File: src/rtl/mem_access_stage.sv
// ---------------------------------------------------------------------------
// mem_access_stage
//
// Memory-stage access controller sitting between the EX/MEM and MEM/WB
// pipeline registers. Accepts one op per handshake. Non-memory ops (and
// misaligned memory ops) are forwarded to MEM/WB on the following cycle.
// Aligned loads and stores are issued on a req/ack data-memory port. Stores
// get byte enables and lane replication. Loads get lane selection and sign or
// zero extension. An access that sees no ack within TIMEOUT wait cycles is
// aborted.
//
// Parameters:
//   DATA_W   data/address width (only 32 is supported)
//   TIMEOUT  wait cycles without mem_ack before an access is aborted (1..255)
//
// Ports:
//   clock, clear         rising-edge clock, asynchronous active-low reset
//   valid_in             EX/MEM presents an op
//   mem_read_in          op is a load (wins over mem_write_in)
//   mem_write_in         op is a store
//   size_in              00 byte, 01 half, 1x word
//   unsigned_in          zero-extend loads
//   addr_in              byte address
//   store_data_in        right-aligned store data
//   alu_result_in        ALU result to forward
//   stall                upstream holds EX/MEM while high
//   mem_req/we/addr/be/wdata  registered memory request, held until ack
//   mem_rdata, mem_ack   read data and one-cycle completion
//   alu_result_out       forwarded ALU result
//   load_data_out        extended load data (0 for stores/non-mem/errors)
//   wb_write             one-cycle MEM/WB write strobe
//   misaligned_err       sticky: a misaligned memory op was seen
//   timeout_err          sticky: an access was aborted by timeout
// ---------------------------------------------------------------------------
module mem_access_stage #(
    parameter int DATA_W  = 32,
    parameter int TIMEOUT = 255
) (
    input  logic              clock,
    input  logic              clear,
    input  logic              valid_in,
    input  logic              mem_read_in,
    input  logic              mem_write_in,
    input  logic [1:0]        size_in,
    input  logic              unsigned_in,
    input  logic [DATA_W-1:0] addr_in,
    input  logic [DATA_W-1:0] store_data_in,
    input  logic [DATA_W-1:0] alu_result_in,
    output logic              stall,
    output logic              mem_req,
    output logic              mem_we,
    output logic [DATA_W-1:0] mem_addr,
    output logic [3:0]        mem_be,
    output logic [DATA_W-1:0] mem_wdata,
    input  logic [DATA_W-1:0] mem_rdata,
    input  logic              mem_ack,
    output logic [DATA_W-1:0] alu_result_out,
    output logic [DATA_W-1:0] load_data_out,
    output logic              wb_write,
    output logic              misaligned_err,
    output logic              timeout_err
);

    localparam int CNT_W = 8;

    typedef enum logic [1:0] {
        S_IDLE = 2'd0,
        S_WAIT = 2'd1,
        S_DONE = 2'd2
    } state_t;

    // -----------------------------------------------------------------------
    // Lane helpers
    // -----------------------------------------------------------------------
    function automatic logic is_aligned(input logic [1:0] size, input logic [1:0] lo);
        case (size)
            2'b00:   is_aligned = 1'b1;
            2'b01:   is_aligned = ~lo[0];
            default: is_aligned = (lo == 2'b00);
        endcase
    endfunction

    function automatic logic [3:0] calc_be(input logic [1:0] size, input logic [1:0] lo);
        case (size)
            2'b00:   calc_be = 4'b0001 << lo;
            2'b01:   calc_be = lo[1] ? 4'b1100 : 4'b0011;
            default: calc_be = 4'b1111;
        endcase
    endfunction

    function automatic logic [DATA_W-1:0] calc_wdata(input logic [1:0]        size,
                                                     input logic [DATA_W-1:0] sd);
        case (size)
            2'b00:   calc_wdata = {4{sd[7:0]}};
            2'b01:   calc_wdata = {2{sd[15:0]}};
            default: calc_wdata = sd;
        endcase
    endfunction

    // Shift the addressed lane down to bit 0, then extend. Only aligned
    // accesses reach here, so a halfword shift is always 0 or 16.
    function automatic logic signed [DATA_W-1:0] extend_load(input logic [DATA_W-1:0] rdata,
                                                             input logic [1:0]        lo,
                                                             input logic [1:0]        size,
                                                             input logic              uns);
        logic [DATA_W-1:0] lane;
        logic              fill;
        lane = rdata >> {lo, 3'b000};
        case (size)
            2'b00: begin
                fill        = ~uns & lane[7];
                extend_load = {{(DATA_W-8){fill}}, lane[7:0]};
            end
            2'b01: begin
                fill        = ~uns & lane[15];
                extend_load = {{(DATA_W-16){fill}}, lane[15:0]};
            end
            default: begin
                fill        = 1'b0;
                extend_load = rdata;
            end
        endcase
    endfunction

    // -----------------------------------------------------------------------
    // State
    // -----------------------------------------------------------------------
    state_t            state_q,      state_d;
    logic              mem_req_q,    mem_req_d;
    logic              mem_we_q,     mem_we_d;
    logic [DATA_W-1:0] mem_addr_q,   mem_addr_d;
    logic [3:0]        mem_be_q,     mem_be_d;
    logic [DATA_W-1:0] mem_wdata_q,  mem_wdata_d;
    logic [DATA_W-1:0] alu_q,        alu_d;
    logic [DATA_W-1:0] load_data_q,  load_data_d;
    logic              wb_write_q,   wb_write_d;
    logic              mis_err_q,    mis_err_d;
    logic              to_err_q,     to_err_d;
    logic [CNT_W-1:0]  cnt_q,        cnt_d;
    logic [1:0]        size_q,       size_d;
    logic [1:0]        lo_q,         lo_d;
    logic              uns_q,        uns_d;
    logic              is_load_q,    is_load_d;

    // -----------------------------------------------------------------------
    // Request decode (combinational, in front of the stage register)
    // -----------------------------------------------------------------------
    logic take_op;
    logic is_mem;
    logic aligned;
    logic issue_mem;

    always_comb begin
        take_op   = (state_q == S_IDLE) & valid_in;
        is_mem    = mem_read_in | mem_write_in;
        aligned   = is_aligned(size_in, addr_in[1:0]);
        issue_mem = take_op & is_mem & aligned;
    end

    // DONE releases upstream: the op still presented during DONE is the one
    // just completed, and it is retired at the DONE edge without re-issue.
    // Reset forces stall low even while an op is being presented.
    assign stall = clear & ((state_q == S_WAIT) | issue_mem);

    always_comb begin
        state_d     = state_q;
        mem_req_d   = mem_req_q;
        mem_we_d    = mem_we_q;
        mem_addr_d  = mem_addr_q;
        mem_be_d    = mem_be_q;
        mem_wdata_d = mem_wdata_q;
        alu_d       = alu_q;
        load_data_d = load_data_q;
        wb_write_d  = 1'b0;
        mis_err_d   = mis_err_q;
        to_err_d    = to_err_q;
        cnt_d       = cnt_q;
        size_d      = size_q;
        lo_d        = lo_q;
        uns_d       = uns_q;
        is_load_d   = is_load_q;

        case (state_q)
            S_IDLE: begin
                if (issue_mem) begin
                    state_d     = S_WAIT;
                    mem_req_d   = 1'b1;
                    mem_we_d    = ~mem_read_in;
                    mem_addr_d  = {addr_in[DATA_W-1:2], 2'b00};
                    mem_be_d    = calc_be(size_in, addr_in[1:0]);
                    mem_wdata_d = calc_wdata(size_in, store_data_in);
                    alu_d       = alu_result_in;
                    load_data_d = '0;
                    size_d      = size_in;
                    lo_d        = addr_in[1:0];
                    uns_d       = unsigned_in;
                    is_load_d   = mem_read_in;
                    // Counts the wait cycle being entered, so the abort
                    // happens at the end of wait cycle number TIMEOUT.
                    cnt_d       = CNT_W'(1);
                end else if (take_op) begin
                    // Non-memory op, or misaligned access that is dropped.
                    alu_d       = alu_result_in;
                    load_data_d = '0;
                    wb_write_d  = 1'b1;
                    if (is_mem) begin
                        mis_err_d = 1'b1;
                    end
                end
            end

            S_WAIT: begin
                if (mem_ack) begin
                    // Ack wins over a timeout in the same cycle.
                    state_d     = S_DONE;
                    wb_write_d  = 1'b1;
                    load_data_d = is_load_q ? extend_load(mem_rdata, lo_q, size_q, uns_q) : '0;
                end else if (cnt_q == CNT_W'(TIMEOUT)) begin
                    state_d     = S_DONE;
                    wb_write_d  = 1'b1;
                    load_data_d = '0;
                    to_err_d    = 1'b1;
                end else begin
                    cnt_d = cnt_q + CNT_W'(1);
                end

                if (mem_ack || (cnt_q == CNT_W'(TIMEOUT))) begin
                    mem_req_d   = 1'b0;
                    mem_we_d    = 1'b0;
                    mem_addr_d  = '0;
                    mem_be_d    = '0;
                    mem_wdata_d = '0;
                end
            end

            S_DONE: begin
                state_d = S_IDLE;
                cnt_d   = '0;
            end

            default: begin
                state_d   = S_IDLE;
                mem_req_d = 1'b0;
                cnt_d     = '0;
            end
        endcase
    end

    // -----------------------------------------------------------------------
    // Stage register (towards MEM/WB and the memory port)
    // -----------------------------------------------------------------------
    always_ff @(posedge clock or negedge clear) begin
        if (!clear) begin
            state_q     <= S_IDLE;
            mem_req_q   <= 1'b0;
            mem_we_q    <= 1'b0;
            mem_addr_q  <= '0;
            mem_be_q    <= '0;
            mem_wdata_q <= '0;
            alu_q       <= '0;
            load_data_q <= '0;
            wb_write_q  <= 1'b0;
            mis_err_q   <= 1'b0;
            to_err_q    <= 1'b0;
            cnt_q       <= '0;
            size_q      <= '0;
            lo_q        <= '0;
            uns_q       <= 1'b0;
            is_load_q   <= 1'b0;
        end else begin
            state_q     <= state_d;
            mem_req_q   <= mem_req_d;
            mem_we_q    <= mem_we_d;
            mem_addr_q  <= mem_addr_d;
            mem_be_q    <= mem_be_d;
            mem_wdata_q <= mem_wdata_d;
            alu_q       <= alu_d;
            load_data_q <= load_data_d;
            wb_write_q  <= wb_write_d;
            mis_err_q   <= mis_err_d;
            to_err_q    <= to_err_d;
            cnt_q       <= cnt_d;
            size_q      <= size_d;
            lo_q        <= lo_d;
            uns_q       <= uns_d;
            is_load_q   <= is_load_d;
        end
    end

    assign mem_req        = mem_req_q;
    assign mem_we         = mem_we_q;
    assign mem_addr       = mem_addr_q;
    assign mem_be         = mem_be_q;
    assign mem_wdata      = mem_wdata_q;
    assign alu_result_out = alu_q;
    assign load_data_out  = load_data_q;
    assign wb_write       = wb_write_q;
    assign misaligned_err = mis_err_q;
    assign timeout_err    = to_err_q;

endmodule

File: config.mk
export PLATFORM = sky130hd
export DESIGN_NAME = mem_access_stage
export DESIGN_NICKNAME = d
export VERILOG_FILES = /design/src/rtl/mem_access_stage.sv
export SDC_FILE = /design/constraint.sdc
export NUM_CORES = 1
export LEC_CHECK = 0
export CORE_MARGIN = 2
export CORE_UTILIZATION = 35
export DETAILED_ROUTE_END_ITERATION = 6
export GPL_TIMING_DRIVEN = 1
export PLACE_DENSITY = 0.69
export REMOVE_ABC_BUFFERS = 1
export SLEW_MARGIN = 20
export SYNTH_ARGS = -nofsm -noshare
export SYNTH_HDL_FRONTEND = slang
export SYNTH_SLANG_ARGS = --single-unit
File: constraint.sdc
create_clock -name clock -period 3.7 [get_ports clock]
set_clock_uncertainty 0.2 [all_clocks]
set_input_delay 0.74 -clock clock [delete_from_list [all_inputs] [get_ports clock]]
set_output_delay 0.74 -clock clock [all_outputs]
set_load 0.02 [all_outputs]
* After elaboration in Yosys (flattened, before gate mapping) *
Index checks and enable logic that the tools add are counted.
Widths: inputs -> output; s select.

storage, ports and cells
  register bits = 153
  latch bits = 0
  memory bits (writable) = 0
  bits in read-only memories = 0
  input bits = 137
  output and inout port bits = 138
  word-level logic and storage cells = 99
  memories = 0

cells by class
  add/subtract/negate cells = 1
  multipliers = 0
  div/mod/pow operators = 0
  $lt $le $gt $ge = 0
  equality and inequality tests = 11
  shifts and indexed selects = 2
  multiplexer cells = 39
  bitwise gates (word level) = 14
  reductions and logical operators = 16

operators by type and width
  operator             number
  $mux 32              10
  $pmux 32 s2          5
  $shr 32x5->16        1
  $mux 8               3
  $pmux 4 s2           2
  $pmux 8 s2           1
  $reduce_and 3->1     5
  $mux 4               3
  $add 8x1->8 const B  1
  $eq 8x8->1 const B   1
  $logic_not 2->1      4
  $mux 1               7
  $and 1x1->1          6
  $eq 2x1->1 const B   3
  $mux 2               3
  $ne 2x2->1 const B   3
  $not 1->1            6
  $pmux 1 s2           3
  $reduce_and 2->1     3
  $pmux 2 s2           1
  $reduce_and 4->1     1
  $reduce_bool 2->1    2
  $shl 1x2->4 const A  1
  $ne 3x2->1 const B   1
  6 further kinds      7

* Longest topological paths before layout *
  word-level depth = 6
  gate-level depth with buffers = 8
  depth with buffers taken out = 6

* Least setup slack after synthesis *
Ideal clock, no wire load.

  path kind = input-to-output
  start point = in valid_in
  end point = out stall
  data arrival time = 2.140 ns
  slack = 0.620 ns
  cell stages on the path = 5
  cell sequence = or3b_1 buf_2 nor4_4 clkbuf_1 o21a_1

between the ends
  cells in the longest elaborated chain, start to end = 5

RTL lines
  element                   RTL line  RTL
  from (decl)               41        input logic valid_in,
  $and 1x1->1               154       take_op = (state_q == S_IDLE) & valid_in;
  $and 1x1->1 (2 in a row)  157       issue_mem = take_op & is_mem & aligned;
  $or 1x1->1                163       assign stall = clear & ((state_q == S_WAIT) | issue_mem);
  $and 1x1->1               163
  to (decl)                 49        output logic stall,

No other way between the ends.

* Worst setup path in the final report *
Same ends and word-level chain as after synthesis.

==> flow_results.xml <==
<?xml version="1.0" encoding="UTF-8"?>
<metrics>
  <group name="setup_path">
    <metric name="worstRegToRegCells" unit="">6</metric>
    <metric name="worstSetupEndpointType" unit="">output port</metric>
    <metric name="slack_of_the_worst_reg_to_reg_path" unit="ns">0.93</metric>
    <metric name="reg2reg_from" unit="">state_q[0]$_DFFE_PN0P_</metric>
    <metric name="timing_worst_setup_path_type" unit="">in2out</metric>
    <metric name="reg2reg_to" unit="">cnt_q[7]$_DFFE_PN0P_</metric>
    <metric name="critical_path_required" unit="ns">2.76</metric>
    <metric name="crit_path_start" unit="">valid_in</metric>
    <metric name="critPathArrivalTime" unit="ns">2.32</metric>
    <metric name="timing.critical_path.fanout_max" unit="">2</metric>
    <metric name="cp-start-kind" unit="">input port</metric>
  </group>
  <group name="final_layout">
    <metric name="drive_above_1_share" unit="%">6.35</metric>
    <metric name="insertedDiodeCount" unit="">0</metric>
    <metric name="fillers" unit="">1640</metric>
    <metric name="areaGrowthSynthToFinish" unit="%">53.5</metric>
    <metric name="final_cells" unit="">1163</metric>
    <metric name="finalNetCount" unit="">1054</metric>
  </group>
  <group name="outcome">
    <metric name="run_status" unit="">complete, no violations</metric>
  </group>
  <group name="drt">
    <metric name="vias" unit="">5902</metric>
    <metric name="avgRoutedWirePerCell" unit="µm">17.3</metric>
    <metric name="routed_wl" unit="µm">20100</metric>
    <metric name="drt-vias-per-instance" unit="">5.07</metric>
    <metric name="route.antenna.remaining_nets" unit="">0</metric>
    <metric name="drc" unit="">0</metric>
    <metric name="first_iter_violations" unit="">363</metric>
    <metric name="drt_pass1_iterations" unit="">5</metric>
  </group>
  <group name="synth">
    <metric name="ys_types" unit="">45</metric>
    <metric name="synth_area_per_cell" unit="µm²">10.2</metric>
    <metric name="yosys-top-cells-area" unit="">dfrtp_1 56%, nand2_1 9.0%, a22o_1 7.7%</metric>
    <metric name="synth.cell_area" unit="µm²">6690</metric>
    <metric name="async_reset_ff_share" unit="%">100</metric>
    <metric name="synthDominantCellAreaShare" unit="%">56.4</metric>
    <metric name="ys.warnings.count" unit="">0</metric>
    <metric name="synth_edf_count" unit="">0</metric>
    <metric name="synth_top_area_cell" unit="">dfrtp_1</metric>
    <metric name="seq_area_frac_synth" unit="%">56.4</metric>
    <metric name="ys_ff_latch" unit="">151</metric>
    <metric name="synth.cells.most_frequent" unit="">160 x nand2_1, 151 x dfrtp_1, 59 x a22o_1, 40 x o21ai_0, 33 x clkbuf_1</metric>
    <metric name="yosysMostFrequentCell" unit="">nand2_1</metric>
    <metric name="synth_top_flop_cell" unit="">dfrtp_1</metric>
    <metric name="post_synth_inst_count" unit="">657</metric>
  </group>
  <group name="power_and_ir_drop">
    <metric name="p_int" unit="µW">4020</metric>
    <metric name="p_per_area" unit="nW/µm²">593</metric>
    <metric name="total_switching_power" unit="µW">2070</metric>
    <metric name="power.combinational.fraction" unit="%">33.8</metric>
    <metric name="share_of_power_burned_in_registers" unit="%">37.0</metric>
    <metric name="switching_share" unit="%">34.0</metric>
    <metric name="power.clock.fraction" unit="%">29.3</metric>
    <metric name="total_leakage_power" unit="µW">0.00465</metric>
    <metric name="ir_drop" unit="mV">0.307</metric>
  </group>
  <group name="grt">
    <metric name="grt_start_max_net_pins" unit="">152</metric>
    <metric name="groute.usage.overall" unit="%">19.9</metric>
    <metric name="grt_antenna_before_repair" unit="">1</metric>
    <metric name="grt_pass1_vias" unit="">5916</metric>
    <metric name="globalRoute.totalOverflow" unit="">0</metric>
    <metric name="grt_first_pass_wirelength" unit="µm">31800</metric>
  </group>
  <group name="clock_tree">
    <metric name="cts_tree" unit="">built</metric>
    <metric name="postCtsHoldBufs" unit="">0</metric>
    <metric name="clk_sink_count" unit="">151</metric>
    <metric name="clockRootBuffer" unit="">clkbuf_16</metric>
    <metric name="clkLatencyLatePin" unit="ns">0.42</metric>
    <metric name="number_of_gates_resized_after_cts" unit="">0</metric>
    <metric name="postCtsSetupBuffers" unit="">0</metric>
    <metric name="worst_setup_hold_path_clk_slew" unit="ns">0.06</metric>
    <metric name="cts_bufs_inserted" unit="">17</metric>
    <metric name="cts.htree.levels" unit="">4</metric>
    <metric name="cts-root-to-sink-buffers" unit="">2</metric>
  </group>
  <group name="placement">
    <metric name="numPlacedInstances" unit="">1131</metric>
    <metric name="port-buffer-count" unit="">272</metric>
    <metric name="post-dp-hpwl" unit="µm">13600</metric>
    <metric name="gp_congestion" unit="">0.805</metric>
    <metric name="dpl_worst_slack" unit="ns">0.0431</metric>
  </group>
  <group name="timing">
    <metric name="max_transition_margin" unit="%">31.9</metric>
    <metric name="rsz_0062_raised_after_global_routing" unit="">false</metric>
    <metric name="slew_violations" unit="">0</metric>
    <metric name="layout_min_cycle_time" unit="ns">3.26</metric>
    <metric name="final-setup-viol-count" unit="">0</metric>
    <metric name="smallest_hold_slack" unit="ns">0.268</metric>
    <metric name="timing_hold_violations_final" unit="">0</metric>
    <metric name="finalCritPeriodShare" unit="%">88.1</metric>
    <metric name="tightest_slew" unit="ns">1.02</metric>
    <metric name="max_freq" unit="MHz">307</metric>
    <metric name="finalWorstSetupSlack" unit="ns">0.440</metric>
    <metric name="setup_total_negative_slack" unit="ns">0</metric>
  </group>
  <group name="job">
    <metric name="total_of_max_cap_violations" unit="">0</metric>
  </group>
  <group name="floorplanning">
    <metric name="rows" unit="">50</metric>
    <metric name="i_o_pin_count" unit="">275</metric>
    <metric name="die_w" unit="µm">142</metric>
    <metric name="starting_density" unit="%">35.8</metric>
    <metric name="design.die.area" unit="µm²">20200</metric>
    <metric name="die_h" unit="µm">142</metric>
    <metric name="core" unit="µm²">18700</metric>
  </group>
  <group name="min_path">
    <metric name="min_path_type" unit="">in2async</metric>
  </group>
</metrics>
## how the worst max path moves through the flow
stage | to | slack [ns] | depth (start not counted)
floorplan | mem_addr[10]$_DFFE_PN0P_ | -1.56 | 4
global placement | stall | 0.05 | 5
detailed placement | stall | 0.04 | 5
CTS | stall | 0.04 | 5
global route | stall | 0.35 | 5
finish | stall | 0.44 | 5
## registers in the layout, summed over array words and instances (netlist names), 2 cells and up
register / cells
load_data_out: 32
mem_wdata: 32
lo_q: 2
alu_result_out: 32
state_q: 2
cnt_q: 8
mem_be: 4
mem_addr: 30
size_q: 2
## logic make-up after synthesis
logic type / count (synthesis) / share of synthesized area [%]
xor+xnor: 5 / 0.654
flops: 151 / 56.4
buf+inv: 63 / 3.89
compound gates: 186 / 20.4
simple gates: 220 / 13.7
other cells: 1 / 0.0560
mux: 30 / 4.73
fa+ha+maj: 1 / 0.187
## final cells by class
cell class | instances | area, µm² | share of cell area, %
Sequential cell | 151 | 3780 | 36.8
Clock buffer | 19 | 443 | 4.31
Timing Repair Buffer | 288 | 2870 | 28.0
Tap cell | 234 | 293 | 2.85
Multi-Input combinational cell | 444 | 2680 | 26.1
Clock inverter | 13 | 158 | 1.53
Inverter | 14 | 52.6 | 0.512
## layer usage
metal	up-vias	wire length [µm]	global-route usage, %
met3	31	1210	4.78
met2	204	9320	30.8
met5	-	11	0
li1	2834	-	-
met1	2831	9090	27.2
met4	2	505	7.35
## through the flow
stage | utilization [%] | power, µW | area [µm²]
after floorplan | - | 3250 | 6490
after global placement | 51.7 | 4320 | 9670
after global routing | 54.9 | 6430 | 10300
after detailed placement | 51.7 | 4350 | 9670
final | 54.9 | 6100 | 10300
after CTS | 54.9 | 6160 | 10300
## critical path, cell delays in order
cell,delay (ns)
clkdlybuf4s50_1,0.47
or3b_1,0.40
nor4_4,0.33
o21a_1,0.14
dlymetal6s2s_1,0.24
## layout by cell type (no fill, tap or decap), types with 3 or more instances in the layout
cell type / netlist / layout
dfrtp_1: 151 / 151
a221o_1: 16 / 16
nand2_1: 160 / 160
nor2b_1: 9 / 9
and3_1: 4 / 4
nand2b_1: 4 / 4
clkinvlp_4: 0 / 3
clkdlybuf4s50_1: 0 / 270
nor2_1: 28 / 27
nand3_1: 5 / 5
clkbuf_16: 0 / 17
a21oi_1: 28 / 26
buf_4: 3 / 14
a22oi_1: 5 / 5
o211ai_1: 5 / 5
xor2_1: 4 / 4
mux2i_1: 26 / 26
a31oi_1: 3 / 3
o21bai_1: 3 / 3
mux2_2: 3 / 3
inv_6: 0 / 6
a22o_1: 59 / 59
inv_1: 14 / 14
o22ai_1: 7 / 7
o21ai_0: 40 / 40
o31ai_1: 10 / 10
## power groups by stage
| stage | registers, µW | logic, µW | clock network (µW) |
|---|---|---|---|
| finish | 2250 | 2060 | 1780 |
| global route | 2300 | 2210 | 1910 |
| CTS | 2250 | 2080 | 1830 |
| detailed placement | 2270 | 2070 | 0 |
| global placement | 2280 | 2050 | 0 |
| floorplan | 2630 | 617 | 0 |
(Power assumes the default switching activity.)
